[src/rtl/gf_pkg.sv]
// Shared constants for the digit-serial GF(2^M) multiplier datapath.
package gf_pkg;
    localparam int GF_M = 16;
    localparam int GF_D = 4;
    localparam int GF_N = GF_M / GF_D;
    localparam int GF_CNT_W = $clog2(GF_N);
    // Digits travel most significant first, matching the serializer feeding the array.
    localparam bit GF_MSB_FIRST = 1'b1;

    function automatic int cnt_width(input int n);
        return (n > 1) ? $clog2(n) : 1;
    endfunction
endpackage

[src/rtl/gf_digit_shift.sv]
// D-bit-stride shift register: each enabled edge shifts din in at the LSB end.
module gf_digit_shift #(
    parameter int W = 12,
    parameter int D = 4
) (
    input  logic       clk,
    input  logic       rst,
    input  logic       en,
    input  logic [1:D] din,
    output logic [1:W] q
);
    generate
        if (W == D) begin : g_single
            always_ff @(posedge clk or posedge rst) begin
                if (rst)     q <= '0;
                else if (en) q <= din;
            end
        end else begin : g_multi
            always_ff @(posedge clk or posedge rst) begin
                if (rst)     q <= '0;
                else if (en) q <= {q[D+1:W], din};
            end
        end
    endgenerate
endmodule

[src/rtl/gf_digit_collector.sv]
// Collects N = M/D MSB-first digits into one M-bit word behind a valid/ready output.
// Optional sticky overrun flag `err` is built when GF_COLLECT_ERR_EN is defined.
module gf_digit_collector
    import gf_pkg::*;
#(
    parameter int M = GF_M,
    parameter int D = GF_D
) (
    input  logic       clk,
    input  logic       rst,
    input  logic [1:D] din,
    input  logic       din_valid,
    output logic       din_ready,
    output logic [1:M] q,
    output logic       q_valid,
    input  logic       q_ready
`ifdef GF_COLLECT_ERR_EN
    ,
    output logic       err
`endif
);
    localparam int N  = M / D;
    localparam int CW = cnt_width(N);
    localparam logic [CW-1:0] LAST = CW'(N - 1);

    logic [CW-1:0] cnt;
    logic [1:M-D]  asm_r;
    logic          last, accept, shift_en;

    assign last      = (cnt == LAST);
    // Only the completing digit can stall; earlier digits fill the assembly register freely.
    assign din_ready = !(last && q_valid && !q_ready);
    assign accept    = din_valid && din_ready;
    assign shift_en  = accept && !last;

    gf_digit_shift #(.W(M - D), .D(D)) u_shift (
        .clk (clk),
        .rst (rst),
        .en  (shift_en),
        .din (din),
        .q   (asm_r)
    );

    always_ff @(posedge clk or posedge rst) begin
        if (rst)         cnt <= '0;
        else if (accept) cnt <= last ? '0 : cnt + 1'b1;
    end

    // Completion wins over consumption so back-to-back words leave no bubble.
    always_ff @(posedge clk or posedge rst) begin
        if (rst) begin
            q       <= '0;
            q_valid <= 1'b0;
        end else if (accept && last) begin
            q       <= {asm_r, din};
            q_valid <= 1'b1;
        end else if (q_ready) begin
            q_valid <= 1'b0;
        end
    end

`ifdef GF_COLLECT_ERR_EN
    always_ff @(posedge clk or posedge rst) begin
        if (rst)                          err <= 1'b0;
        else if (din_valid && !din_ready) err <= 1'b1;
    end
`endif
endmodule

[config.mk]
export PLATFORM = sky130hd
export DESIGN_NAME = gf_digit_collector
export DESIGN_NICKNAME = d
export VERILOG_FILES = /design/src/rtl/gf_pkg.sv /design/src/rtl/gf_digit_shift.sv /design/src/rtl/gf_digit_collector.sv
export SDC_FILE = /design/constraint.sdc
export NUM_CORES = 1
export LEC_CHECK = 0
export ABC_AREA = 1
export CAP_MARGIN = 15
export CORE_MARGIN = 10
export CORE_UTILIZATION = 50
export DETAILED_ROUTE_END_ITERATION = 7
export PLACE_DENSITY = 0.74
export SLEW_MARGIN = 20
export SYNTH_ARGS = -nofsm -noshare
export SYNTH_HDL_FRONTEND = slang
export SYNTH_SLANG_ARGS = --single-unit
[constraint.sdc]
create_clock -name clk -period 1.59 [get_ports clk]
set_clock_uncertainty 0.05 [all_clocks]
set_input_delay 0.2385 -clock clk [delete_from_list [all_inputs] [get_ports clk]]
set_output_delay 0.2385 -clock clk [all_outputs]
set_load 0.05 [all_outputs]
## After elaboration in Yosys (flattened, before gate mapping)

Cells that the tools add are included.

| cells by class | value |
|---|---|
| reductions and logical operators | 9 |
| add/subtract/negate cells | 1 |
| muxes and demuxes | 3 |
| eq/ne operators | 1 |

Operators with widths:

| kind | number |
|---|---|
| $logic_and A1 B1 Y1 | 5 |
| $logic_not A1 Y1 | 3 |
| $add A2 B1 Y2 const B | 1 |
| $eq A2 B2 Y1 const B | 1 |
| $mux W1 | 2 |
| $mux W2 | 1 |
| $reduce_bool A2 Y1 | 1 |

| word-level totals | value |
|---|---|
| register bits after elaboration | 31 |
| input port bits | 8 |

## Logic depth before layout (Yosys ltp)

Gate-level depths: netlist of run 1.

| depth | value |
|---|---|
| depth after elaboration | 7 |
| depth in mapped cells | 8 |
| mapped depth without buffers | 6 |

## Cells and area by module

Synthesis of run 1 repeated with hierarchy kept, for this count alone.

| unflattened totals | value |
|---|---|
| cells, all modules | 141 |
| area, all modules | 1321.3 um^2 |

Modules (own cells, without submodules):

| module | area an instance (um^2) | instances | cells an instance |
|---|---|---|---|
| gf_digit_collector | 859.6 | 1 | 89 |
| gf_digit_shift | 461.7 | 1 | 52 |

## Worst setup path before layout of run 1

Ideal clock, no wire load.

| timing | value |
|---|---|
| kind | reg-to-reg |
| from | reg q_valid |
| to | reg cnt[1] |
| setup time | 0.068 ns |
| slack | -0.024 ns |
| data arrival time | 1.496 ns |
| path buffers | 0 |
| cell stages (with the launch flop) | 5 |
| data required time | 1.472 ns |
| path through | dfrtp_1 > nand3_1 > nand2_1 > nand2_1 > nand2_1 |

| between the ends | value |
|---|---|
| longest elaborated chain between the ends | 4 |

RTL lines:

| item | line | source |
|---|---|---|
| start, declared | gf_digit_collector.sv:15 | `output logic q_valid,` |
| start signal, assigned | gf_digit_collector.sv:53 | `q_valid <= 1'b0;` |
| start signal, assigned | gf_digit_collector.sv:56 | `q_valid <= 1'b1;` |
| start signal, assigned | gf_digit_collector.sv:58 | `q_valid <= 1'b0;` |
| $logic_and A1 B1 Y1 (2 in series) | gf_digit_collector.sv:32 | `assign din_ready = !(last && q_valid && !q_ready);` |
| $logic_not A1 Y1 | gf_digit_collector.sv:32 |  |
| via din_ready | gf_digit_collector.sv:13 | `output logic din_ready,` |
| $logic_and A1 B1 Y1 | gf_digit_collector.sv:33 | `assign accept = din_valid && din_ready;` |
| end signal, assigned | gf_digit_collector.sv:46 | `else if (accept) cnt <= last ? '0 : cnt + 1'b1;` |
| end, declared | gf_digit_collector.sv:26 | `logic [CW-1:0] cnt;` |

The timed path passes the listed nets, and every way through them passes these cells.
A chain may end at the register's enable or synchronous reset.

## Worst setup path after layout of run 1

| timing | value |
|---|---|
| from | reg cnt[0] |
| to | out din_ready |

| between the ends | value |
|---|---|
| longest elaborated chain between the ends | 4 |

RTL lines:

| item | line | source |
|---|---|---|
| $eq A2 B2 Y1 | gf_digit_collector.sv:30 | `assign last = (cnt == LAST);` |
| $logic_and A1 B1 Y1 (2 in series) | gf_digit_collector.sv:32 |  |
| $logic_not A1 Y1 | gf_digit_collector.sv:32 |  |
| end, declared | gf_digit_collector.sv:13 |  |

No other way between the ends.

==> impl_metrics.tcl, run 1 <==
set metrics [dict create \
    numCtsBuffers 5 \
    slew-limit-headroom_pct 74.4 \
    placed_cell_area_sq_mm 0.00154 \
    synth_sequential_area_ratio_pct 59.2 \
    netlist.top_cell.by_area "sky130_fd_sc_hd__dfrtp_1" \
    worst_ep_arrival_time_ps 1210 \
    fin_setup_tns_ps 0 \
    clockPowerShare_pct 11.4 \
    crit_required_ps 1300 \
    gp_routability_congestion 0.821 \
    timing_worst_slew_pin_value_ps 385 \
    layout.cell_area.non_filler_sq_mm 0.00160 \
    drv_slew 0 \
    critPathLaunchType "register" \
    cts_hold_buffers 0 \
    outcome "finished clean" \
    setup_slack_reg_to_reg_ps 250 \
    clock_input_transition_at_the_sequential_cells_of_the_worst_setup_and_hold_paths_ps 80 \
    wire_length_of_the_first_global_routing_pass_microns 4510 \
    cts_tree "built" \
    design.final.nets 176 \
    synthToLayoutAreaGrowth_pct 22.4 \
    power.switching_fraction_pct 47.1 \
    grt_overflow 0 \
    mostFrequentLayoutCells "sky130_fd_sc_hd__nand2_1, sky130_fd_sc_hd__dfrtp_1, sky130_fd_sc_hd__buf_4" \
    max_fanout_on_critical_path 3 \
    cells_along_the_critical_path "ha_4 -> nand3_2 -> buf_4" \
    max_ir_drop_vdd_mv 1.42 \
    horizontal_extent_of_the_die_microns 71.2 \
    most_common_library_cell_in_the_layout_ignoring_fill_and_taps "sky130_fd_sc_hd__nand2_1" \
    clock_latency_of_the_later_clocked_register_in_the_worst_skew_pair_ps 320 \
    antenna_cells 0 \
    clock.fmax_ghz 0.667 \
    initial_utilization_pct 52.4 \
    worstRegToRegCells 7 \
    first_global_vias 923 \
    end_kind "output port" \
    synth.top_cells.by_area "sky130_fd_sc_hd__dfrtp_1, sky130_fd_sc_hd__nand2_1, sky130_fd_sc_hd__nand4_1" \
    crit_slowest_cell "sky130_fd_sc_hd__dfrtp_1" \
    finalHoldViolCount 0 \
    clk_path_buf_depth 2 \
    yosys.area.top_type_share_pct 59.2 \
    hp-class "input pin to asynchronous set/reset pin" \
    setup_viol 0 \
    finalWirelength_microns 2710 \
    power_per_cell_area_mw_per_mm2 2150 \
    dr.first_iter.drc_count 84 \
    period_needed_ps 1500 \
    category_of_the_most_critical_setup_path "register to output port" \
    buffer_ports.inserted 25 \
    floorplan.die_area_sq_mm 0.00507 \
    synth.net_count 145 \
    synth_cells 136 \
    power.sequential.fraction_pct 38.9 \
    period_utilisation_layout_pct 94.3 \
    stages_on_worst_setup_path 3 \
    avgRoutedWirePerCell_microns 13.8 \
    internal_power_uw 1830 \
    syn-cell-area_sq_mm 0.00131 \
    finish.utilization_pct 64.2 \
    drc 0 \
    synth.yosys.warnings 0 \
    coreArea_sq_mm 0.00250 \
    track_usage_pct 11.1 \
    htreeDepth 2 \
    max_cap_viol_count 0 \
    num_vias 1014 \
    num_rows 18 \
    critical-path-top-delay-family "flip-flops" \
    cts_root_buffer "sky130_fd_sc_hd__clkbuf_4" \
    r2r-start "cnt[0]" \
    critical_path.reg2reg.endpoint "u_shift.q[12]" \
    rsz0062_at_grt "false" \
    cts_sinks 31 \
    synthDistinctLibCells 15 \
    crit_path_max_cell_delay_ps 430 \
    grt_antenna_before_repair 0 \
    floorplan.die.height_microns 71.2 \
    first_pass_iters 4 \
    p_sw_uw 1620 \
    drtAntennaViolNets 0 \
    synth.ff_latch_count 31 \
    p_comb_share_pct 49.6 \
    dp.final_hpwl_microns 1940 \
    layout-drive-gt1-share_pct 24.7 \
    ios 26 \
    routed_via_density 5.17 \
    p_leak_uw 0.000848 \
    buffers_plus_inverters_on_the_worst_setup_path 1 \
    grt_max_degree 32 \
    post_synth.cell_area_avg_sq_um 9.63 \
]
Yosys cell counts:
library cell              instances
sky130_fd_sc_hd__nand3_4          1
sky130_fd_sc_hd__dfrtp_1         31
sky130_fd_sc_hd__inv_2            2
sky130_fd_sc_hd__buf_4            3
sky130_fd_sc_hd__nand3_1          2
sky130_fd_sc_hd__ha_1             1
sky130_fd_sc_hd__or2_1            1
sky130_fd_sc_hd__buf_6            4
sky130_fd_sc_hd__nand2_1         58
sky130_fd_sc_hd__buf_2            1
sky130_fd_sc_hd__o21ai_1          4
sky130_fd_sc_hd__o21ai_2          4
sky130_fd_sc_hd__nand2_2          2
sky130_fd_sc_hd__nand4_1         16
sky130_fd_sc_hd__inv_1            6
sequential cells by signal (all words and copies together) (netlist names):
register   flops
u_shift.q     12
cnt            2
q             16
q_valid        1
layer usage:
metal	part of all wire, %	GRT usage (%)
met5	0	0
met4	1.4	3.87
met1	42	13.5
met3	6.2	5.02
met2	50	16.8
layout make-up:
cell class	count	area, sq um
Timing Repair Buffer	32	270
Clock buffer	6	41.3
Multi-Input combinational cell	89	449
Fill cell	204	896
Sequential cell	31	776
Tap cell	30	37.5
Inverter	8	30.0
worst reg2reg max path, cell delays in order, from the launching register on:
cell and delay [ps]:
sky130_fd_sc_hd__dfrtp_1 430, sky130_fd_sc_hd__ha_4 180, sky130_fd_sc_hd__buf_4 150, sky130_fd_sc_hd__inv_2 50, sky130_fd_sc_hd__nand2_2 50, sky130_fd_sc_hd__inv_2 200, sky130_fd_sc_hd__nand2_1 100, sky130_fd_sc_hd__o21ai_2 60
per-stage QoR:
step / hold WS [ps] / setup slack (ps) / instances / total power (uW)
floorplan: 292 / 191 / 136 / 2530
global route: 264 / 42.2 / 196 / 3660
finish: 233 / 91.4 / 196 / 3450
global placement: 407 / 172 / 188 / 3000
detailed placement: 411 / 158 / 188 / 3040
CTS: 238 / 14.8 / 194 / 3460
what timing repair did:
item                       4_1_cts  5_1_grt
setup buffers                    0        2
gates resized for setup          2        0
setup endpoints to repair        1        1
pin swaps                        0        1
power by group through the flow:
| stage | clock (uW) | sequential (uW) | combinational, uW |
|---|---|---|---|
| after floorplan | 0 | 1990 | 547 |
| after global placement | 0 | 1330 | 1670 |
| after detailed placement | 0 | 1350 | 1690 |
| after CTS | 408 | 1340 | 1710 |
| after global routing | 441 | 1380 | 1840 |
| final | 394 | 1340 | 1710 |
worst max-delay path by stage:
stage	startpoint	endpoint	slack, ps
2_1_floorplan	q_valid	cnt[1]	190
3_3_place_gp	q_ready	q[9]	170
3_5_place_dp	din_valid	cnt[0]	160
4_1_cts	cnt[0]	din_ready	10
5_1_grt	cnt[0]	din_ready	40
6_report	cnt[0]	din_ready	90
logic make-up after synthesis:
kind of cell / synth area share, %
adders and majority gates: 0.955
DFF: 59.2
and+or+nand+nor: 27.8
AOI/OAI and AO/OA: 4.20
buffers and inverters: 7.83
Note: power is estimated with default switching activity, not from simulation.
==> inputs of run 2 (changes only) <==
--- a/config.mk
+++ b/config.mk
@@ -8,9 +8,9 @@
 export ABC_AREA = 1
 export CAP_MARGIN = 15
 export CORE_MARGIN = 10
-export CORE_UTILIZATION = 50
+export CORE_UTILIZATION = 35
 export DETAILED_ROUTE_END_ITERATION = 7
-export PLACE_DENSITY = 0.74
+export PLACE_DENSITY = 0.54
 export SLEW_MARGIN = 20
 export SYNTH_ARGS = -nofsm -noshare
 export SYNTH_HDL_FRONTEND = slang
==> run 2 against run 1 <==
Critical path depth did not move. Final cell count rose by 10%. Register-to-register slack improved by 70 ps. Critical endpoint unchanged. Highest routed layer unchanged.
==> impl_metrics.tcl, run 2 (same netlist as run 1, synthesis figures left out) <==
set metrics [dict create \
    outcome "finished clean" \
    crit_required_ps 1300 \
    post-cts-setup-buffers 0 \
    setup_viol 0 \
    first_pass_iters 4 \
    setup_slack_reg_to_reg_ps 320 \
    holdWs_ps 280 \
    period_needed_ps 1500 \
    grt_max_degree 32 \
    critPathLaunchType "register" \
    cts_tree "built" \
    layout-drive-gt1-share_pct 26.2 \
    dp.final_hpwl_microns 2110 \
    numCtsBuffers 5 \
    clock_input_transition_at_the_sequential_cells_of_the_worst_setup_and_hold_paths_ps 60 \
    r2r-start "cnt[0]" \
    horizontal_extent_of_the_die_microns 81.2 \
    buffer_ports.inserted 25 \
    first_global_vias 1053 \
    p_comb_share_pct 47.0 \
    power.sequential.fraction_pct 37.0 \
    avgRoutedWirePerCell_microns 13.0 \
    finalWirelength_microns 2800 \
    gp_routability_congestion 0.678 \
    design.final.nets 176 \
    power_per_cell_area_mw_per_mm2 2170 \
    routed_via_density 4.58 \
    p_sw_uw 1660 \
    num_rows 22 \
    max_fanout_on_critical_path 5 \
    antenna_cells 0 \
    cts_hold_buffers 0 \
    worst_ep_arrival_time_ps 1210 \
    top_register "q" \
    clk_path_buf_depth 2 \
    floorplan.die.height_microns 81.2 \
    end_kind "output port" \
    grt_antenna_before_repair 0 \
    biggestRegsByFlops "q (16), u_shift.q (12), cnt (2)" \
    power.switching_fraction_pct 45.8 \
    p_leak_uw 0.000871 \
    ios 26 \
    fin_setup_tns_ps 0 \
    number_of_flip_flops_under_the_largest_register_name 16 \
    num_vias 990 \
    clock_latency_of_the_later_clocked_register_in_the_worst_skew_pair_ps 280 \
    track_usage_pct 9.45 \
    clock.fmax_ghz 0.666 \
    grt_overflow 0 \
    worstRegToRegCells 6 \
    dr.first_iter.drc_count 70 \
    cts_root_buffer "sky130_fd_sc_hd__clkbuf_8" \
    most_common_library_cell_in_the_layout_ignoring_fill_and_taps "sky130_fd_sc_hd__nand2_1" \
    rsz0062_at_grt "false" \
    slew-limit-headroom_pct 73.9 \
    mostFrequentLayoutCells "sky130_fd_sc_hd__nand2_1, sky130_fd_sc_hd__dfrtp_1, sky130_fd_sc_hd__buf_4" \
    coreArea_sq_mm 0.00363 \
    drtAntennaViolNets 0 \
    critical_path.reg2reg.endpoint "u_shift.q[11]" \
    floorplan.die_area_sq_mm 0.00659 \
    launching_instance_or_port_of_the_critical_path "cnt[0]" \
    synthToLayoutAreaGrowth_pct 27.4 \
    hp-class "input pin to asynchronous set/reset pin" \
    htreeDepth 2 \
    drc 0 \
    period_utilisation_layout_pct 94.5 \
    internal_power_uw 1970 \
    initial_utilization_pct 36.1 \
    wire_length_of_the_first_global_routing_pass_microns 4800 \
    max_ir_drop_vdd_mv 0.643 \
    cts_sinks 31 \
    max_cap_viol_count 0 \
    clockPowerShare_pct 16.0 \
    timing_worst_slew_pin_value_ps 392 \
    category_of_the_most_critical_setup_path "register to output port" \
    finalHoldViolCount 0 \
    drv_slew 0 \
]
[run 2: power by group through the flow]
| stage | logic [uW] | clock network (uW) | registers, uW |
|---|---|---|---|
| finish | 1710 | 579 | 1340 |
| global route | 1850 | 636 | 1390 |
| detailed placement | 1720 | 0 | 1350 |
| CTS | 1730 | 606 | 1340 |
| global placement | 1700 | 0 | 1330 |
| floorplan | 547 | 0 | 1990 |
[run 2: worst max-delay path by stage]
stage,endpoint,slack [ps],cells past startpoint
6_report,din_ready,90,3
5_1_grt,din_ready,20,3
4_1_cts,din_ready,20,3
3_5_place_dp,u_shift.q[11],130,5
3_3_place_gp,u_shift.q[11],160,5
2_1_floorplan,cnt[1],190,4
[run 2: area by class of cell]
class                           instances  area, sq um
Clock buffer                            5         68.8
Fill cell                             378         1960
Timing Repair Buffer                   32          270
Inverter                                8         30.0
Sequential cell                        31          776
Tap cell                               48         60.1
Clock inverter                          3         15.0
Multi-Input combinational cell         89          449
[run 2: layer usage]
layer | up-vias | global-route usage [%] | wire, microns
li1 | 502 | - | -
met1 | 463 | 10.2 | 1220
met2 | 18 | 15.9 | 1420
met3 | 7 | 3.64 | 115
met4 | 0 | 4.67 | 53
met5 | - | 0 | 0
[run 2: what timing repair did]
| item | in CTS | in global routing |
|---|---|---|
| hold endpoints to repair | 0 | 0 |
| gates resized for setup | 1 | 1 |
| setup endpoints to repair | 1 | 1 |
[run 2: metrics by stage]
| stage | power, uW | cells | setup WS (ps) | cell area [sq um] | util (%) |
|---|---|---|---|---|---|
| finish | 3630 | 216 | 87.9 | 1670 | 45.9 |
| global route | 3880 | 216 | 19.2 | 1670 | 45.9 |
| CTS | 3670 | 216 | 17.9 | 1660 | 45.7 |
| detailed placement | 3060 | 208 | 133 | 1570 | 43.3 |
| global placement | 3030 | 208 | 156 | 1570 | 43.3 |
| floorplan | 2530 | 136 | 191 | 1320 | - |
[run 2: critical path: stages (launching register included)]
cell and delay (ps):
sky130_fd_sc_hd__dfrtp_1 410, sky130_fd_sc_hd__ha_4 210, sky130_fd_sc_hd__nand3_2 110, sky130_fd_sc_hd__buf_4 200
==> patch 1: new RTL, config.mk and constraints of run 2 <==
The option `GF_COLLECT_ERR_EN` is turned on by a define.
--- a/src/rtl/gf_digit_collector.sv
+++ b/src/rtl/gf_digit_collector.sv
@@ -1,4 +1,6 @@
 // Collects N = M/D MSB-first digits into one M-bit word behind a valid/ready output.
 // Optional sticky overrun flag `err` is built when GF_COLLECT_ERR_EN is defined.
+`define GF_COLLECT_ERR_EN
+
 module gf_digit_collector
     import gf_pkg::*;
Behaviour (old outputs only; new: err): unchanged (equiv_simple and equiv_induct, registers matched by name and starting in step).
==> patch 1 against run 2 <==
Wire length increased by 6.3%; cell count is 0.93% higher; setup slack got worse by 0.0023 ns; synthesized area rose by 4.8%; first-iteration DRC count down 26%; cell area up 3.8%; total power rose by 5.0%; sequential cell count grew 1; largest cell class unchanged.
==> patch 1: results <==
group,metric,value,unit
run_status,status,"complete, no violations",
grt,grt_start_max_net_pins,33,
synth,synth_commonest_cells,"nand2_1 (58), dfrtp_1 (32), nand4_1 (16)",
placed_design,placedCellCount,210,
grt,first_global_vias,1078,
synth,synth_sequential_area_ratio,58.34,%
synth,synth_compound_gate_area_share,5.378,%
timing,min_period,1.504,ns
synth,yosysUniqueCellTypes,19,
synth,postSynthNetCount,148,
placed_design,place_worst_setup_slack,0.09458,ns
synth,synthAdderAreaFrac,0.9116,%
pwr,p_sw,1738,µW
cells_and_area,drive_above_1_share,25.88,%
pwr,cellLeakagePower,0.0009012,µW
detailed_routing,finalWirelength,2982,µm
synth,netlist_top_cells_area,"dfrtp_1 (58%), nand2_1 (16%), nand4_1 (7.3%)",
grt,global_route.usage.total,9.893,%
cells_and_area,final_nets,178,
setup_path,setup.reg_to_reg.worst_slack,0.34,ns
timing,worst-slew-pin-transition,0.3975,ns
placed_design,place_area,1630,µm²
timing,worst_hold_slack,0.2863,ns
synth,postSynthCellCount,139,
pwr,vdd_ir_drop_max,0.0008649,V
setup_path,cp_max_fo,4,
detailed_routing,num_vias,1018,
placed_design,place.port_buffers,26,
placed_design,post-dp-hpwl,2113,µm
==> patch 1: path summary, 6_finish.rpt <==
path,start,to,cells after the start
hold / removal,rst,q[9],3
setup reg to reg,cnt[0],u_shift.q[11],6
hold reg to reg,q[7],q[7],2
setup / recovery,cnt[0],din_ready,3
max in group asynchronous,rst,q[4],3
min in group clk,q[7],q[7],2
==> patch 1: worst reg2reg max path, cell delays in order (launching register included) <==
cell	delay, ns
dfrtp_1	0.42
ha_4	0.20
inv_2	0.05
nand2_2	0.06
inv_2	0.20
nand2_1	0.11
o21ai_2	0.07
==> patch 1: cells by family after synthesis <==
kind of cell | Yosys count
and+or+nand+nor | 80
adders and majority gates | 1
DFF | 32
buffers and inverters | 17
AOI/OAI and AO/OA | 9
==> patch 1: final cells by class <==
cell class,count,area (µm²)
Clock buffer,8,90.09
Sequential cell,32,800.8
Tap cell,48,60.06
Multi-Input combinational cell,90,473.0
Inverter,9,33.78
Timing Repair Buffer,31,275.3
Fill cell,377,1983
==> patch 1: power groups by stage <==
stage               Clock, µW  Sequential (µW)  Combinational [µW]
floorplan                   0             2070                 581
global placement            0             1380                1780
detailed placement          0             1390                1790
CTS                       673             1380                1800
global route              711             1440                1920
finish                    648             1390                1770
==> patch 1: per-layer routing <==
metal / vias up / wire [µm] / global-route usage [%]
li1: 513 / - / -
met1: 479 / 1276 / 10.46
met2: 21 / 1478 / 16.33
met3: 5 / 171 / 4.536
met4: 0 / 57 / 5.017
met5: - / 0 / 0
==> patch 2: new RTL, flow settings as in run 2 <==
Made on the original files. `GF_D`: 4 -> 2.
--- a/src/rtl/gf_pkg.sv
+++ b/src/rtl/gf_pkg.sv
@@ -2,5 +2,5 @@
 package gf_pkg;
     localparam int GF_M = 16;
-    localparam int GF_D = 4;
+    localparam int GF_D = 2;
     localparam int GF_N = GF_M / GF_D;
     localparam int GF_CNT_W = $clog2(GF_N);
Ports: changed (resized din); port bits go from 26 to 24. The function was not compared with the original's and may differ.
==> patch 2 against run 2 <==
Critical path depth grew 1; via count increased by 6.7%; count of clock-buffer cells in the layout increased by 2; die area up 11%; setup slack got worse by 0.064 ns; synthesized area rose by 15%; sequential cell count is 3 higher; critical endpoint unchanged; cell area rose by 12%; total power down 2.5%; clock power up 15%; wire length rose by 10%; global-route usage fell by 0.30 points.
==> patch 2: results <==
group,metric,value,unit
placed_design,gpl.final_weighted_congestion,0.7532,
cells_and_area,num-clock-buffers,7,
detailed_routing,met1Wirelength,1472,µm
die,die_area,7319,µm²
clock_network,clock_sink_count,34,
detailed_routing,num_vias,1056,
cells_and_area,multi_input_combinational_cell_area,546.8,µm²
grt,grtUsageMet3,4.257,%
cells_and_area,area_share_nonclk_buffers,15.08,%
placed_design,post-dp-hpwl,2200,µm
pwr,vdd_ir_drop_max,0.0006867,V
timing,max_slew_margin,81.62,%
synth,netlist_top_cells_area,"dfrtp_1 (57%), nand2_1 (12%), nand4_1 (6.7%)",
synth,yosysUniqueCellTypes,21,
placed_design,placedCellCount,216,
pwr,share_clk_of_total_power,18.8,%
cells_and_area,non_clock_inverters,9,
run_status,status,"complete, no violations",
placed_design,place_area,1739,µm²
pwr,powerClk,664,µW
cells_and_area,ff_latch_area,850.8,µm²
synth,postSynthNetCount,155,
cells_and_area,area_share_clock_buf_inv,4.870,%
grt,grt_start_max_net_pins,35,
pwr,power.combinational.fraction,42.2,%
placed_design,place_worst_setup_slack,0.005616,ns
grt,first_global_vias,1025,
[patch 2: cells by family (layout without fill, tap and decap cells)]
logic type | Yosys count | in the layout | share of synthesized area, %
AOI/OAI and AO/OA | 12 | 12 | 6.738
adders and majority gates | 2 | 2 | 1.664
buffers and inverters | 18 | 47 | 8.901
DFF | 34 | 34 | 56.57
and+or+nand+nor | 81 | 81 | 26.12
[patch 2: final timing paths]
path,from,endpoint,depth (start not counted)
worst min register to register,q[7],q[7],2
max in group asynchronous,rst,q[6],3
worst max register to register,cnt[0],cnt[0],7
min in group clk,q[7],q[7],2
worst max-delay path,cnt[0],din_ready,4
worst min-delay path,rst,u_shift.q[12],3
[patch 2: stage by stage]
step / hold slack, ns / util, %
3_5_place_dp: 0.4143 / 42.56
4_1_cts: 0.2521 / 45.71
5_1_grt: 0.2784 / 45.90
2_1_floorplan: 0.3301 / -
6_report: 0.2452 / 45.90
3_3_place_gp: 0.4065 / 42.56
